## config.mk

```make
export PLATFORM = sky130hd
export DESIGN_NAME = logicnet_pipe_ctrl
export DESIGN_NICKNAME = d
export VERILOG_FILES = /design/src/rtl/logicnet_pkg.sv /design/src/rtl/logicnet_stage_slot.sv /design/src/rtl/logicnet_pipe_ctrl.sv
export SDC_FILE = /design/constraint.sdc
export NUM_CORES = 1
export LEC_CHECK = 0
export BUFFER_PORTS_ARGS = -buffer_cell sky130_fd_sc_hd__buf_2
export CAP_MARGIN = 20
export CORE_MARGIN = 3
export CORE_UTILIZATION = 56
export DETAILED_ROUTE_END_ITERATION = 12
export PLACE_DENSITY = 0.85
export REMOVE_ABC_BUFFERS = 1
export SETUP_SLACK_MARGIN = 0.5
export SLEW_MARGIN = 40
export SYNTH_ARGS = -nofsm -noshare
export SYNTH_HDL_FRONTEND = slang
export SYNTH_SLANG_ARGS = --single-unit
```

## constraint.sdc

```tcl
create_clock -name clk -period 5.9 [get_ports clk]
set_clock_uncertainty 0.15 [all_clocks]
set_input_delay 0.885 -clock clk [delete_from_list [all_inputs] [get_ports clk]]
set_output_delay 0.885 -clock clk [all_outputs]
set_load 0.05 [all_outputs]
```

## src/rtl/logicnet_pkg.sv

```systemverilog
// Shared definitions for the LogicNet classifier pipeline control logic.
// Contents:
//   LN_NUM_LAYERS : default number of neuron layers (one register stage each)
//   LN_SAT_W      : widest counter that sat_inc can serve
//   sat_inc       : saturating increment at LN_SAT_W bits. Callers narrow it to
//                   their own width with a local wrapper function.
package logicnet_pkg;

  localparam int LN_NUM_LAYERS = 4;
  localparam int LN_SAT_W      = 32;

  // Counters narrower than LN_SAT_W pass their all-ones value as max_val.
  function automatic logic [LN_SAT_W-1:0] sat_inc(
    input logic [LN_SAT_W-1:0] val,
    input logic [LN_SAT_W-1:0] max_val
  );
    return (val >= max_val) ? max_val : val + LN_SAT_W'(1);
  endfunction

endpackage

```

## src/rtl/logicnet_stage_slot.sv

```systemverilog
// One stage of the elastic pipeline. It holds the valid bit for one layer
// output register and derives that register's load enable.
// Ports:
//   clk, rst  : clock and synchronous active-low reset
//   up_valid  : the upstream stage (or the feature input) holds a sample
//   dn_ready  : the downstream stage (or the consumer) can take a sample
//   flush     : drop the held sample
//   valid     : this stage holds a sample
//   rdy       : this stage can take a sample this cycle (empty, or draining)
//   en        : load enable for the layer register. It fires only on a real sample.
module logicnet_stage_slot
  import logicnet_pkg::*;
(
  input  logic clk,
  input  logic rst,
  input  logic up_valid,
  input  logic dn_ready,
  input  logic flush,
  output logic valid,
  output logic rdy,
  output logic en
);

  logic valid_q;
  logic valid_d;

  assign valid = valid_q;
  assign rdy   = ~valid_q | dn_ready;
  assign en    = rdy & up_valid & ~flush;

  always_comb begin
    valid_d = valid_q;
    if (flush) begin
      valid_d = 1'b0;
    end else if (rdy) begin
      valid_d = up_valid;
    end
  end

  always_ff @(posedge clk) begin
    if (!rst) begin
      valid_q <= 1'b0;
    end else begin
      valid_q <= valid_d;
    end
  end

endmodule

```

## src/rtl/logicnet_pipe_ctrl.sv

```systemverilog
// Elastic pipeline controller for the LogicNet classifier datapath.
// The block has one valid-tracking slot per layer register and drives only the
// load enables. The layer LUTs and their data registers live outside this block.
// Ports:
//   clk, rst             : clock and synchronous active-low reset
//   in_valid / in_ready  : feature-vector handshake at the layer0 inputs
//   stage_en             : per-layer output register load enables
//   out_valid / out_ready: class-result handshake at the last layer
//   flush                : discard every in-flight sample
//   cnt_clr              : zero the sample and stall counters
//   inflight             : number of stages holding a sample
//   sample_cnt           : completed output handshakes (saturating)
//   stall_cnt            : cycles where the output is stalled (saturating)
//   busy                 : any sample in flight
module logicnet_pipe_ctrl
  import logicnet_pkg::*;
#(
  parameter int NUM_STAGES = LN_NUM_LAYERS,
  parameter int CNT_W      = 16,
  parameter int INF_W      = $clog2(NUM_STAGES + 1)
) (
  input  logic                  clk,
  input  logic                  rst,
  input  logic                  in_valid,
  output logic                  in_ready,
  output logic [NUM_STAGES-1:0] stage_en,
  output logic                  out_valid,
  input  logic                  out_ready,
  input  logic                  flush,
  input  logic                  cnt_clr,
  output logic [INF_W-1:0]      inflight,
  output logic [CNT_W-1:0]      sample_cnt,
  output logic [CNT_W-1:0]      stall_cnt,
  output logic                  busy
);

  // Counters must not be wider than LN_SAT_W.
  function automatic logic [CNT_W-1:0] cnt_inc(input logic [CNT_W-1:0] val);
    return CNT_W'(sat_inc(LN_SAT_W'(val), LN_SAT_W'({CNT_W{1'b1}})));
  endfunction

  logic [NUM_STAGES-1:0] v;

  // The ready chain runs combinationally from out_ready back to in_ready.
  // Each stage keeps its own ready wire so that the chain is a plain ripple.
  for (genvar i = 0; i < NUM_STAGES; i++) begin : g_stage
    logic up_w;
    logic dn_rdy;
    logic rdy_w;

    if (i == 0) begin : g_first
      assign up_w = in_valid;
    end else begin : g_next
      assign up_w = v[i-1];
    end

    if (i == NUM_STAGES - 1) begin : g_last
      assign dn_rdy = out_ready;
    end else begin : g_mid
      assign dn_rdy = g_stage[i+1].rdy_w;
    end

    logicnet_stage_slot u_slot (
      .clk      (clk),
      .rst      (rst),
      .up_valid (up_w),
      .dn_ready (dn_rdy),
      .flush    (flush),
      .valid    (v[i]),
      .rdy      (rdy_w),
      .en       (stage_en[i])
    );
  end

  assign in_ready  = g_stage[0].rdy_w & ~flush;
  assign out_valid = v[NUM_STAGES-1];

  logic             accept;
  logic             out_hs;
  logic             stalled;
  logic [INF_W-1:0] inflight_q,   inflight_d;
  logic [CNT_W-1:0] sample_cnt_q, sample_cnt_d;
  logic [CNT_W-1:0] stall_cnt_q,  stall_cnt_d;

  assign accept  = in_valid & in_ready;
  assign out_hs  = out_valid & out_ready;
  assign stalled = out_valid & ~out_ready;

  always_comb begin
    inflight_d = inflight_q;
    // Flush wins over everything. The output handshake in the flush cycle
    // still leaves the pipe, so 0 is correct in either case.
    if (flush) begin
      inflight_d = '0;
    end else if (accept && !out_hs) begin
      inflight_d = inflight_q + INF_W'(1);
    end else if (!accept && out_hs) begin
      inflight_d = inflight_q - INF_W'(1);
    end

    sample_cnt_d = sample_cnt_q;
    if (cnt_clr) begin
      sample_cnt_d = '0;
    end else if (out_hs) begin
      sample_cnt_d = cnt_inc(sample_cnt_q);
    end

    stall_cnt_d = stall_cnt_q;
    if (cnt_clr) begin
      stall_cnt_d = '0;
    end else if (stalled) begin
      stall_cnt_d = cnt_inc(stall_cnt_q);
    end
  end

  always_ff @(posedge clk) begin
    if (!rst) begin
      inflight_q   <= '0;
      sample_cnt_q <= '0;
      stall_cnt_q  <= '0;
    end else begin
      inflight_q   <= inflight_d;
      sample_cnt_q <= sample_cnt_d;
      stall_cnt_q  <= stall_cnt_d;
    end
  end

  assign inflight   = inflight_q;
  assign sample_cnt = sample_cnt_q;
  assign stall_cnt  = stall_cnt_q;
  assign busy       = (inflight_q != '0);

endmodule

```

==> flow_metrics.tcl, run 1 <==
set metrics [dict create \
    clock_buffer_count_from_cts 5 \
    first_pass_grt_wire_length_um 7400 \
    netlist_top_cells_area "sky130_fd_sc_hd__dfxtp_1 40%, sky130_fd_sc_hd__a21oi_1 7.2%, sky130_fd_sc_hd__xor2_1 5.0%" \
    most_common_library_cell_in_the_layout_ignoring_fill_and_taps "sky130_fd_sc_hd__buf_2" \
    setup_fix_buffers_added_after_clock_tree_synthesis 0 \
    gr-usage-met1 0.290 \
    cts.clk_slew.worst_paths_ns 0.12 \
    endpoint_kind "output pin" \
    layout.core_utilization 0.695 \
    regToRegEndpoint "inflight[2]$_SDFFE_PP0P_" \
    placement.cell_area_um2 2160 \
    worstHoldEndpoint "stall_cnt[12]$_SDFFE_PP0N_" \
    vias_per_cell 5.74 \
    groute.layer.met3.usage 0.0520 \
    smallest_hold_slack_ns 0.362 \
    synth_top_flop_cell "sky130_fd_sc_hd__dfxtp_1" \
    post_synthesis_sequential_area_ratio 0.403 \
    cts-hold-fix-buffers 0 \
    die_x_um 64.8 \
    fin_ws_ns 2.63 \
    number_of_buffers_on_the_longest_clock_path 2 \
    final.min_clock_period_ns 3.27 \
    critical_path_class "in -> out" \
    achievable-frequency_mhz 306 \
    cp-start-kind "input pin" \
    synth_enable_flop_cells 0 \
    synth_largest_type_area_fraction 0.403 \
    initial_core_util 0.609 \
    synthesis.area_per_instance_um2 8.76 \
    hold_depth 2 \
    post_synth_instance_area_um2 1940 \
    holdCritPathClass "reg -> reg" \
    grt_antenna_before_repair 0 \
    netlist-cell-type-count 44 \
    r2r_start "g_stage[3].u_slot.valid$_SDFFE_PP0P_" \
    arrival_ns 2.23 \
    slew_headroom 0.609 \
    yosys_register_bits 39 \
    drcViolationCount 0 \
    placeableCoreArea_um2 3180 \
    detailed_place_hpwl_um 3030 \
    synth_top_cell_by_area "sky130_fd_sc_hd__dfxtp_1" \
    i_o_pin_count 48 \
    critical_path.max_fanout 12 \
    r2r.worst_path.cells 10 \
    layout_worst_path_cycle_share 0.554 \
    detailedRoute.firstIterationViolations 112 \
    vdd_ir_drop_max_mv 0.144 \
    commonest_cells_after_routing_fill_and_taps_aside "47 x sky130_fd_sc_hd__buf_2, 39 x sky130_fd_sc_hd__dfxtp_1, 28 x sky130_fd_sc_hd__a21oi_1" \
    worst_slew_pin_slew_ns 0.585 \
    htree_levels 2 \
    tritoncts "built" \
    area_growth_syn_to_layout_pct 14.0 \
    leakage_nw 0.903 \
    final_layout_size_suffix_gt1_frac 0.242 \
    port-buffer-count 47 \
    drt-total-wl_um 4160 \
    grt_util_all_layers 0.218 \
    maxSlewViolCount 0 \
    die_area_um2 4200 \
    via_count 1774 \
    post-layout-total-power_mw 0.426 \
    setup_violations 0 \
    die-height_um 64.8 \
    use_met2 0.346 \
    drtAntennaViolNets 0 \
    cp.required_ns 4.87 \
    insertedDiodeCount 0 \
    cts-resized-gates 0 \
    hold_path.startpoint "stall_cnt[12]$_SDFFE_PP0N_" \
    dp_cells 301 \
    numClockSinks 39 \
    gr-max-usage-layer "met2" \
    clk_root_buffer_cell "sky130_fd_sc_hd__clkbuf_4" \
    wl_per_cell_um 13.4 \
    status "completed" \
    instances_no_fill 309 \
    design.final.nets 274 \
    pwr_dens_nw_per_um2 193 \
    max_cap_violations 0 \
    globalRoute.totalOverflow 0 \
    detailedRoute.firstPassIterationCount 4 \
    async_set_or_reset_register_ratio_after_synthesis 0 \
    rsz0062_at_grt "no" \
    yosys_warnings 0 \
    regToRegSetupSlack_ns 3.13 \
    fp-row-count 20 \
    maximum_number_of_pins_on_one_net_before_global_route_repair 28 \
    fill_cells 287 \
    finalWeightedCongestion 0.825 \
    vias_in_the_first_global_route 1640 \
    synthCells 221 \
    post-route-cell-area_um2 2210 \
    place_worst_setup_slack_ns 2.48 \
    worstSkewPairLatency_ns 0.36 \
    finalSetupTns_ns 0 \
    hold_violations 0 \
]
registers in the layout, summed over array words and instances, names as in the netlist:
register and cells:
g_stage.u_slot.valid 4, inflight 3, sample_cnt 16, stall_cnt 16
critical path: stages:
cell and delay, ns:
sky130_fd_sc_hd__buf_2 0.14, sky130_fd_sc_hd__and2b_1 0.31, sky130_fd_sc_hd__and3_1 0.27, sky130_fd_sc_hd__a21oi_1 0.22, sky130_fd_sc_hd__and2_1 0.15, sky130_fd_sc_hd__buf_2 0.25
per-layer routing:
metal	wire length (um)	share of wire
met5	0	0
met4	25	0.0060
met3	349	0.084
met2	1940	0.47
met1	1840	0.44
logic make-up after synthesis:
family,Yosys count,synth area share
fa+ha+maj,4,0.0297
compound gates,49,0.144
xor+xnor,16,0.0723
simple gates,91,0.275
flops,39,0.403
mux,5,0.0258
buf+inv,17,0.0497
worst max-delay path by stage:
stage	depth (start not counted)	startpoint	to	slack, ns
after global routing	6	out_ready	stage_en[0]	2.48
after detailed placement	11	out_ready	inflight[2]$_SDFFE_PP0P_	2.48
after global placement	11	out_ready	inflight[2]$_SDFFE_PP0P_	2.56
final	6	out_ready	stage_en[0]	2.63
after floorplan	10	out_ready	inflight[2]$_SDFFE_PP0P_	2.06
after CTS	6	out_ready	stage_en[0]	2.65
synthesized netlist by cell type (3+ instances only):
cell type	count
sky130_fd_sc_hd__dfxtp_1	39
sky130_fd_sc_hd__a21oi_1	28
sky130_fd_sc_hd__nand2_1	15
sky130_fd_sc_hd__nor2_1	13
sky130_fd_sc_hd__nand3_1	11
sky130_fd_sc_hd__xor2_1	11
sky130_fd_sc_hd__nor3_1	10
sky130_fd_sc_hd__nand4_1	9
sky130_fd_sc_hd__a31oi_1	7
sky130_fd_sc_hd__inv_1	6
sky130_fd_sc_hd__o21ai_0	6
sky130_fd_sc_hd__mux2i_1	5
sky130_fd_sc_hd__xnor2_1	5
sky130_fd_sc_hd__and4_1	4
sky130_fd_sc_hd__buf_4	4
sky130_fd_sc_hd__and2_1	3
sky130_fd_sc_hd__clkbuf_1	3
sky130_fd_sc_hd__ha_1	3
sky130_fd_sc_hd__nand2b_1	3
sky130_fd_sc_hd__nor4_1	3
sky130_fd_sc_hd__or3_1	3
final cells by class:
type,count,area [um^2],share of cell area
repair buffers,47,235,0.107
clock buffers,5,37.5,0.0170
well taps,44,55.1,0.0249
flip-flops and latches,39,781,0.354
clock inverters,3,15.0,0.00680
inverters,6,22.5,0.0102
multi-input cells,165,1060,0.481
power by group:
group	switching, mW	internal (mW)	total (mW)	leakage, nW
clock	0.0906	0.0444	0.135	0.0347
combinational	0.0182	0.00739	0.0256	0.554
sequential	0.00138	0.264	0.266	0.314
total	0.110	0.316	0.426	0.903
No activity file was read; power rests on OpenSTA's default activity.
==> run 2: changes to the inputs <==
Settings changed: ABC_AREA from default to 1, CORE_UTILIZATION 56 to 49, PLACE_DENSITY 0.85 to 0.78.
Clock period 5.9 ns to 2.9 ns, I/O delays scaled along.
==> run 2 against run 1 <==
Net effect:
- register-to-register slack worse by 2.4 ns
- sequential share of layout area is 4.8 points lower
- worst setup slack worse by 1.9 ns
- hold slack worse by 0.061 ns
- synthesized cell count is 47% higher
- critical path type is now reg -> reg
==> flow_metrics.tcl, run 2 <==
set metrics [dict create \
    status "completed" \
    max_cap_violations 0 \
    cts.clk_slew.worst_paths_ns 0.08 \
    final.min_clock_period_ns 2.16 \
    power_report.internal_total_mw 0.829 \
    synthCells 325 \
    multi_input_area_um2 1140 \
    htree_levels 2 \
    power_frac_clock 0.444 \
    finalSetupTns_ns 0 \
    achievable-frequency_mhz 463 \
    slew_headroom 0.661 \
    critical_path.max_fanout 3 \
    die_x_um 72.7 \
    placement.cell_area_um2 2430 \
    vias_per_cell 5.12 \
    cp_slowest_stage_delay_ns 0.38 \
    clk_root_buffer_cell "sky130_fd_sc_hd__clkbuf_8" \
    initial_core_util 0.526 \
    endpoint_kind "register" \
    vdd_ir_drop_max_mv 0.232 \
    layout.core_utilization 0.616 \
    async_set_or_reset_register_ratio_after_synthesis 0 \
    area_growth_syn_to_layout_pct 17.2 \
    rsz0062_at_grt "no" \
    post_synth_instance_area_um2 2180 \
    post-layout-total-power_mw 1.06 \
    die_area_um2 5280 \
    yosys_warnings 0 \
    final-seq-area_um2 781 \
    netlist-cell-type-count 27 \
    synth_enable_flop_cells 0 \
    leakage_nw 1.19 \
    placeableCoreArea_um2 4140 \
    wl_per_cell_um 11.5 \
    fp-row-count 23 \
    yosys_register_bits 39 \
    sequentialPowerShare 0.507 \
    worstSkewPairLatency_ns 0.29 \
    synth_top_cells_by_count "78 x sky130_fd_sc_hd__nand2_1, 51 x sky130_fd_sc_hd__inv_1, 43 x sky130_fd_sc_hd__nor2_1, 39 x sky130_fd_sc_hd__dfxtp_1, 27 x sky130_fd_sc_hd__nand3_1" \
    detailed_place_hpwl_um 3520 \
    detailedRoute.firstPassIterationCount 4 \
    most_common_library_cell_in_the_layout_ignoring_fill_and_taps "sky130_fd_sc_hd__nand2_1" \
    post-route-cell-area_um2 2550 \
    critical_path_class "reg -> reg" \
    commonest_cells_after_routing_fill_and_taps_aside "78 x sky130_fd_sc_hd__nand2_1, 51 x sky130_fd_sc_hd__inv_1, 47 x sky130_fd_sc_hd__buf_2" \
    fill_cells 392 \
    pwr_dens_nw_per_um2 417 \
    path_cells "nand2_4 -> nor2_1 -> inv_1 -> nor2_1 -> nand2_1 -> nand2_1 -> nor2_1 -> ha_1 -> inv_1 -> fa_1 -> a21oi_1 -> o21ai_0 -> a21oi_1 -> o21a_1" \
    port-buffer-count 47 \
    maxSlewViolCount 0 \
    finalWeightedCongestion 0.855 \
    holdCritPathClass "in -> reg" \
    design.final.nets 384 \
    drcViolationCount 0 \
    switching_power_mw 0.236 \
    synth_largest_type_area_fraction 0.358 \
    clock_buffer_count_from_cts 5 \
    power.share.switching 0.222 \
    critical-path-top-cell-by-count "sky130_fd_sc_hd__nor2_1" \
    cp-start-kind "register" \
    via_count 2176 \
    insertedDiodeCount 0 \
    die-height_um 72.7 \
    grt_util_all_layers 0.196 \
    synth_top_flop_cell "sky130_fd_sc_hd__dfxtp_1" \
    detailedRoute.firstIterationViolations 101 \
    grt_antenna_before_repair 0 \
    globalRoute.totalOverflow 0 \
    arrival_ns 2.25 \
    first_pass_grt_wire_length_um 8200 \
    drtAntennaViolNets 0 \
    worst_slew_pin_slew_ns 0.505 \
    vias_in_the_first_global_route 1829 \
    layout_worst_path_cycle_share 0.745 \
    cts-resized-gates 0 \
    synthesis.area_per_instance_um2 6.71 \
    i_o_pin_count 48 \
    synth.most_common_cell "sky130_fd_sc_hd__nand2_1" \
    setup_violations 0 \
    post_synthesis_sequential_area_ratio 0.358 \
    tritoncts "built" \
    numClockSinks 39 \
    synth_top_cell_by_area "sky130_fd_sc_hd__dfxtp_1" \
    number_of_buffers_on_the_longest_clock_path 2 \
    share_of_total_power_in_combinational_logic 0.049 \
    drt-total-wl_um 4910 \
    final_layout_size_suffix_gt1_frac 0.179 \
    cp.required_ns 2.99 \
    hold_violations 0 \
    netlist_top_cells_area "sky130_fd_sc_hd__dfxtp_1 36%, sky130_fd_sc_hd__nand2_1 13%, sky130_fd_sc_hd__inv_1 8.8%" \
    maximum_number_of_pins_on_one_net_before_global_route_repair 18 \
    crit_slowest_cell "sky130_fd_sc_hd__fa_1" \
]
## run 2: critical path, delay by kind of cell (launching register included)
kind                     cells  cell delay [ns]
AO/OA/AOI/OAI                4             0.50
adder cells (fa/ha/maj)      2             0.52
buffers and inverters        2             0.14
flip-flops                   1             0.37
AND/OR/NAND/NOR              6             0.43
## run 2: timing repair
item,4_1_cts,5_1_grt
endpoints found under the setup margin,0,2
hold buffers,0,0
endpoints found under the hold margin,0,0
setup buffers,0,1
## run 2: power by group through the flow
stage,Sequential [mW],Clock (mW),Combinational (mW)
floorplan,0.558,0,0.0307
global placement,0.552,0,0.0512
detailed placement,0.552,0,0.0518
CTS,0.540,0.482,0.0519
global route,0.540,0.500,0.0572
finish,0.540,0.473,0.0518
## run 2: cells by family after synthesis
group	share of synthesized area
buf+inv	0.119
compound gates	0.0924
flops	0.358
fa+ha+maj	0.0264
simple gates	0.347
xor+xnor	0.0563
## run 2: layout make-up
class / instances / share of cell area
clock inverters: 2 / 0.0137
repair buffers: 49 / 0.0980
flip-flops and latches: 39 / 0.306
multi-input cells: 226 / 0.446
well taps: 50 / 0.0245
clock buffers: 6 / 0.0323
inverters: 53 / 0.0799
## run 2: final timing paths
kind,to,cells after the start,start,slack [ns]
min reg2reg,g_stage[2].u_slot.valid$_SDFFE_PP0P_,2,g_stage[1].u_slot.valid$_SDFFE_PP0P_,0.34
max reg2reg,inflight[2]$_SDFFE_PP0P_,14,g_stage[3].u_slot.valid$_SDFFE_PP0P_,0.74
min,g_stage[0].u_slot.valid$_SDFFE_PP0N_,3,in_valid,0.30
max,inflight[2]$_SDFFE_PP0P_,14,g_stage[3].u_slot.valid$_SDFFE_PP0P_,0.74
## run 2: metal layers
layer	wire length, um	track usage	vias to the layer above
li1	-	-	1117
met3	235	0.0468	14
met4	105	0.0799	0
met1	2320	0.252	986
met2	2250	0.314	59
met5	0	0	-
## run 2: stage by stage
| stage | hold slack (ns) | instances | setup WS (ns) |
|---|---|---|---|
| 6_report | 0.301 | 425 | 0.739 |
| 2_1_floorplan | 0.301 | 318 | 0.482 |
| 3_3_place_gp | 0.325 | 416 | 0.487 |
| 5_1_grt | 0.321 | 425 | 0.527 |
| 4_1_cts | 0.295 | 424 | 0.644 |
| 3_5_place_dp | 0.323 | 416 | 0.422 |
==> run 3: changes to the inputs <==
Clock period 2.9 ns to 1.9 ns, I/O delays scaled along.
==> run 3 against run 2 <==
Net effect:
- the run now ends with setup timing left
- hold slack worse by 0.085 ns
- critical path type unchanged
- fmax is 3.6% higher
- register-to-register slack worse by 0.92 ns
- sequential share of layout area is 6.5 points lower
==> flow_metrics.tcl, run 3 (synthesized netlist as in run 2, its figures left out) <==
set metrics [dict create \
    worst_slew_pin_slew_ns 0.683 \
    hold_violations 0 \
    final_layout_size_suffix_gt1_frac 0.478 \
    globalRoute.totalOverflow 0 \
    power_frac_clock 0.372 \
    switching_power_mw 0.366 \
    hold_path.startpoint "in_valid" \
    r2r_start "g_stage[3].u_slot.valid$_SDFFE_PP0P_" \
    regToRegEndpoint "inflight[2]$_SDFFE_PP0P_" \
    endpoint_kind "register" \
    most_common_library_cell_in_the_layout_ignoring_fill_and_taps "sky130_fd_sc_hd__nand2_1" \
    worstHoldEndpoint "g_stage[0].u_slot.valid$_SDFFE_PP0N_" \
    port-buffer-count 47 \
    area_growth_syn_to_layout_pct 55.3 \
    number_of_buffers_on_the_longest_clock_path 2 \
    setup_violations 4 \
    htree_levels 2 \
    sequentialPowerShare 0.556 \
    regToRegSetupSlack_ns -0.18 \
    final.min_clock_period_ns 2.08 \
    rsz0062_at_grt "yes" \
    detailed_place_hpwl_um 3610 \
    cts.clk_slew.worst_paths_ns 0.07 \
    clk_root_buffer_cell "sky130_fd_sc_hd__clkbuf_8" \
    arrival_ns 2.17 \
    cp-start-kind "register" \
    fin_ws_ns -0.185 \
    violations "setup timing" \
    worstSkewPairLatency_ns 0.30 \
    drt-total-wl_um 6620 \
    slew_headroom 0.542 \
    grt_util_all_layers 0.242 \
    die-height_um 72.7 \
    drcViolationCount 0 \
    critical_path.max_fanout 2 \
    initial_core_util 0.526 \
    maxSlewViolCount 0 \
    detailedRoute.firstIterationViolations 264 \
    grt_antenna_before_repair 0 \
    drtAntennaViolNets 0 \
    i_o_pin_count 48 \
    critical_path_class "reg -> reg" \
    first_pass_grt_wire_length_um 10300 \
    max_cap_violations 0 \
    die_area_um2 5280 \
    detailedRoute.firstPassIterationCount 5 \
    cp_slowest_stage_delay_ns 0.37 \
    holdCritPathClass "in -> reg" \
    post-layout-total-power_mw 1.48 \
    wl_per_cell_um 14.4 \
    layout_worst_path_cycle_share 1.10 \
    vias_per_cell 5.34 \
    fp-row-count 23 \
    die_x_um 72.7 \
    share_of_total_power_in_combinational_logic 0.072 \
    vias_in_the_first_global_route 2314 \
    maximum_number_of_pins_on_one_net_before_global_route_repair 18 \
    layout.core_utilization 0.817 \
    power_report.internal_total_mw 1.11 \
    placeableCoreArea_um2 4140 \
    clock_buffer_count_from_cts 5 \
    insertedDiodeCount 0 \
    crit_slowest_cell "sky130_fd_sc_hd__fa_2" \
    design.final.nets 419 \
    commonest_cells_after_routing_fill_and_taps_aside "65 x sky130_fd_sc_hd__nand2_1, 45 x sky130_fd_sc_hd__inv_1, 40 x sky130_fd_sc_hd__buf_4" \
    path_cells "nand2_4 -> nor2_2 -> inv_2 -> nor2_4 -> nand2_2 -> nand2_2 -> nor2_2 -> ha_2 -> inv_2 -> fa_2 -> a21oi_2 -> o21ai_2 -> a21oi_2 -> o21a_1" \
    instances_no_fill 460 \
    status "complete, but fails checks" \
    dp_cells 428 \
    numClockSinks 39 \
    pwr_dens_nw_per_um2 436 \
    leakage_nw 1.52 \
    power.share.switching 0.248 \
    vdd_ir_drop_max_mv 0.314 \
    hold_depth 4 \
    finalWeightedCongestion 0.877 \
    achievable-frequency_mhz 480 \
    cp.required_ns 1.99 \
    r2r.worst_path.cells 14 \
    via_count 2458 \
    tritoncts "built" \
]
==> run 3: changes by cell type in the layout (fill, tap and decap cells not counted), moves of 18 or more <==
cell	before	now
sky130_fd_sc_hd__buf_4	2	40
sky130_fd_sc_hd__dfxtp_1	39	18
sky130_fd_sc_hd__nor2_1	43	25
sky130_fd_sc_hd__dfxtp_2	0	18
sky130_fd_sc_hd__buf_6	0	25
sky130_fd_sc_hd__buf_2	47	8
==> run 3: worst max-delay path by stage <==
stage / endpoint / start / slack, ns / cells after the start
4_1_cts: inflight[2]$_SDFFE_PP0P_ / g_stage[3].u_slot.valid$_SDFFE_PP0P_ / -0.08 / 14
5_1_grt: inflight[2]$_SDFFE_PP0P_ / g_stage[2].u_slot.valid$_SDFFE_PP0P_ / -0.36 / 14
2_1_floorplan: inflight[1]$_SDFFE_PP0P_ / g_stage[3].u_slot.valid$_SDFFE_PP0P_ / -0.52 / 12
3_5_place_dp: inflight[2]$_SDFFE_PP0P_ / out_ready / -0.26 / 16
6_report: inflight[2]$_SDFFE_PP0P_ / g_stage[3].u_slot.valid$_SDFFE_PP0P_ / -0.18 / 14
3_3_place_gp: inflight[2]$_SDFFE_PP0P_ / out_ready / -0.22 / 16
==> run 3: area by class of cell <==
type                       count  area, um^2
sequential                    39         815
tap                           50        62.6
clock inverter                 1        5.00
inverter                      53         206
fill                         242         758
timing repair buffer          83         727
clock buffer                   7        76.3
multi-input combinational    227        1490
==> run 3: metal layers <==
metal | GRT usage | vias up | part of all wire
li1 | - | 1187 | -
met1 | 0.311 | 1138 | 0.42
met2 | 0.403 | 108 | 0.49
met3 | 0.0372 | 25 | 0.061
met4 | 0.102 | 0 | 0.030
met5 | 0 | - | 0
==> run 3: through the flow <==
step                area, um^2  setup TNS, ns  hold slack, ns  worst slack [ns]
floorplan                 2120          -2.37           0.301            -0.518
global placement          2520         -0.336           0.324            -0.219
detailed placement        2520         -0.410           0.326            -0.258
CTS                       3150        -0.0886           0.205           -0.0803
global route              3390         -0.839           0.237            -0.357
finish                    3390         -0.387           0.217            -0.185
==> run 3: critical path: cells and delay by family (launching register included) <==
kind	cells	cell delay (ns)
fa+ha+maj	2	0.54
flops	1	0.34
simple gates	6	0.39
buf+inv	2	0.12
compound gates	4	0.48
==> run 3: timing repair <==
action | 4_1_cts | 5_1_grt
gates cloned | 1 | 0
buffers inserted | 16 | 7
pin swaps | 33 | 29
endpoints found under the setup margin | 72 | 59
gates resized for setup | 142 | 56
hold buffers | 0 | 0
==> run 3: power groups by stage <==
stage / Sequential, mW / Clock (mW) / Combinational, mW
2_1_floorplan: 0.851 / 0 / 0.0469
3_3_place_gp: 0.843 / 0 / 0.0866
3_5_place_dp: 0.843 / 0 / 0.0874
4_1_cts: 0.821 / 0.551 / 0.0991
5_1_grt: 0.820 / 0.569 / 0.115
6_report: 0.820 / 0.549 / 0.106
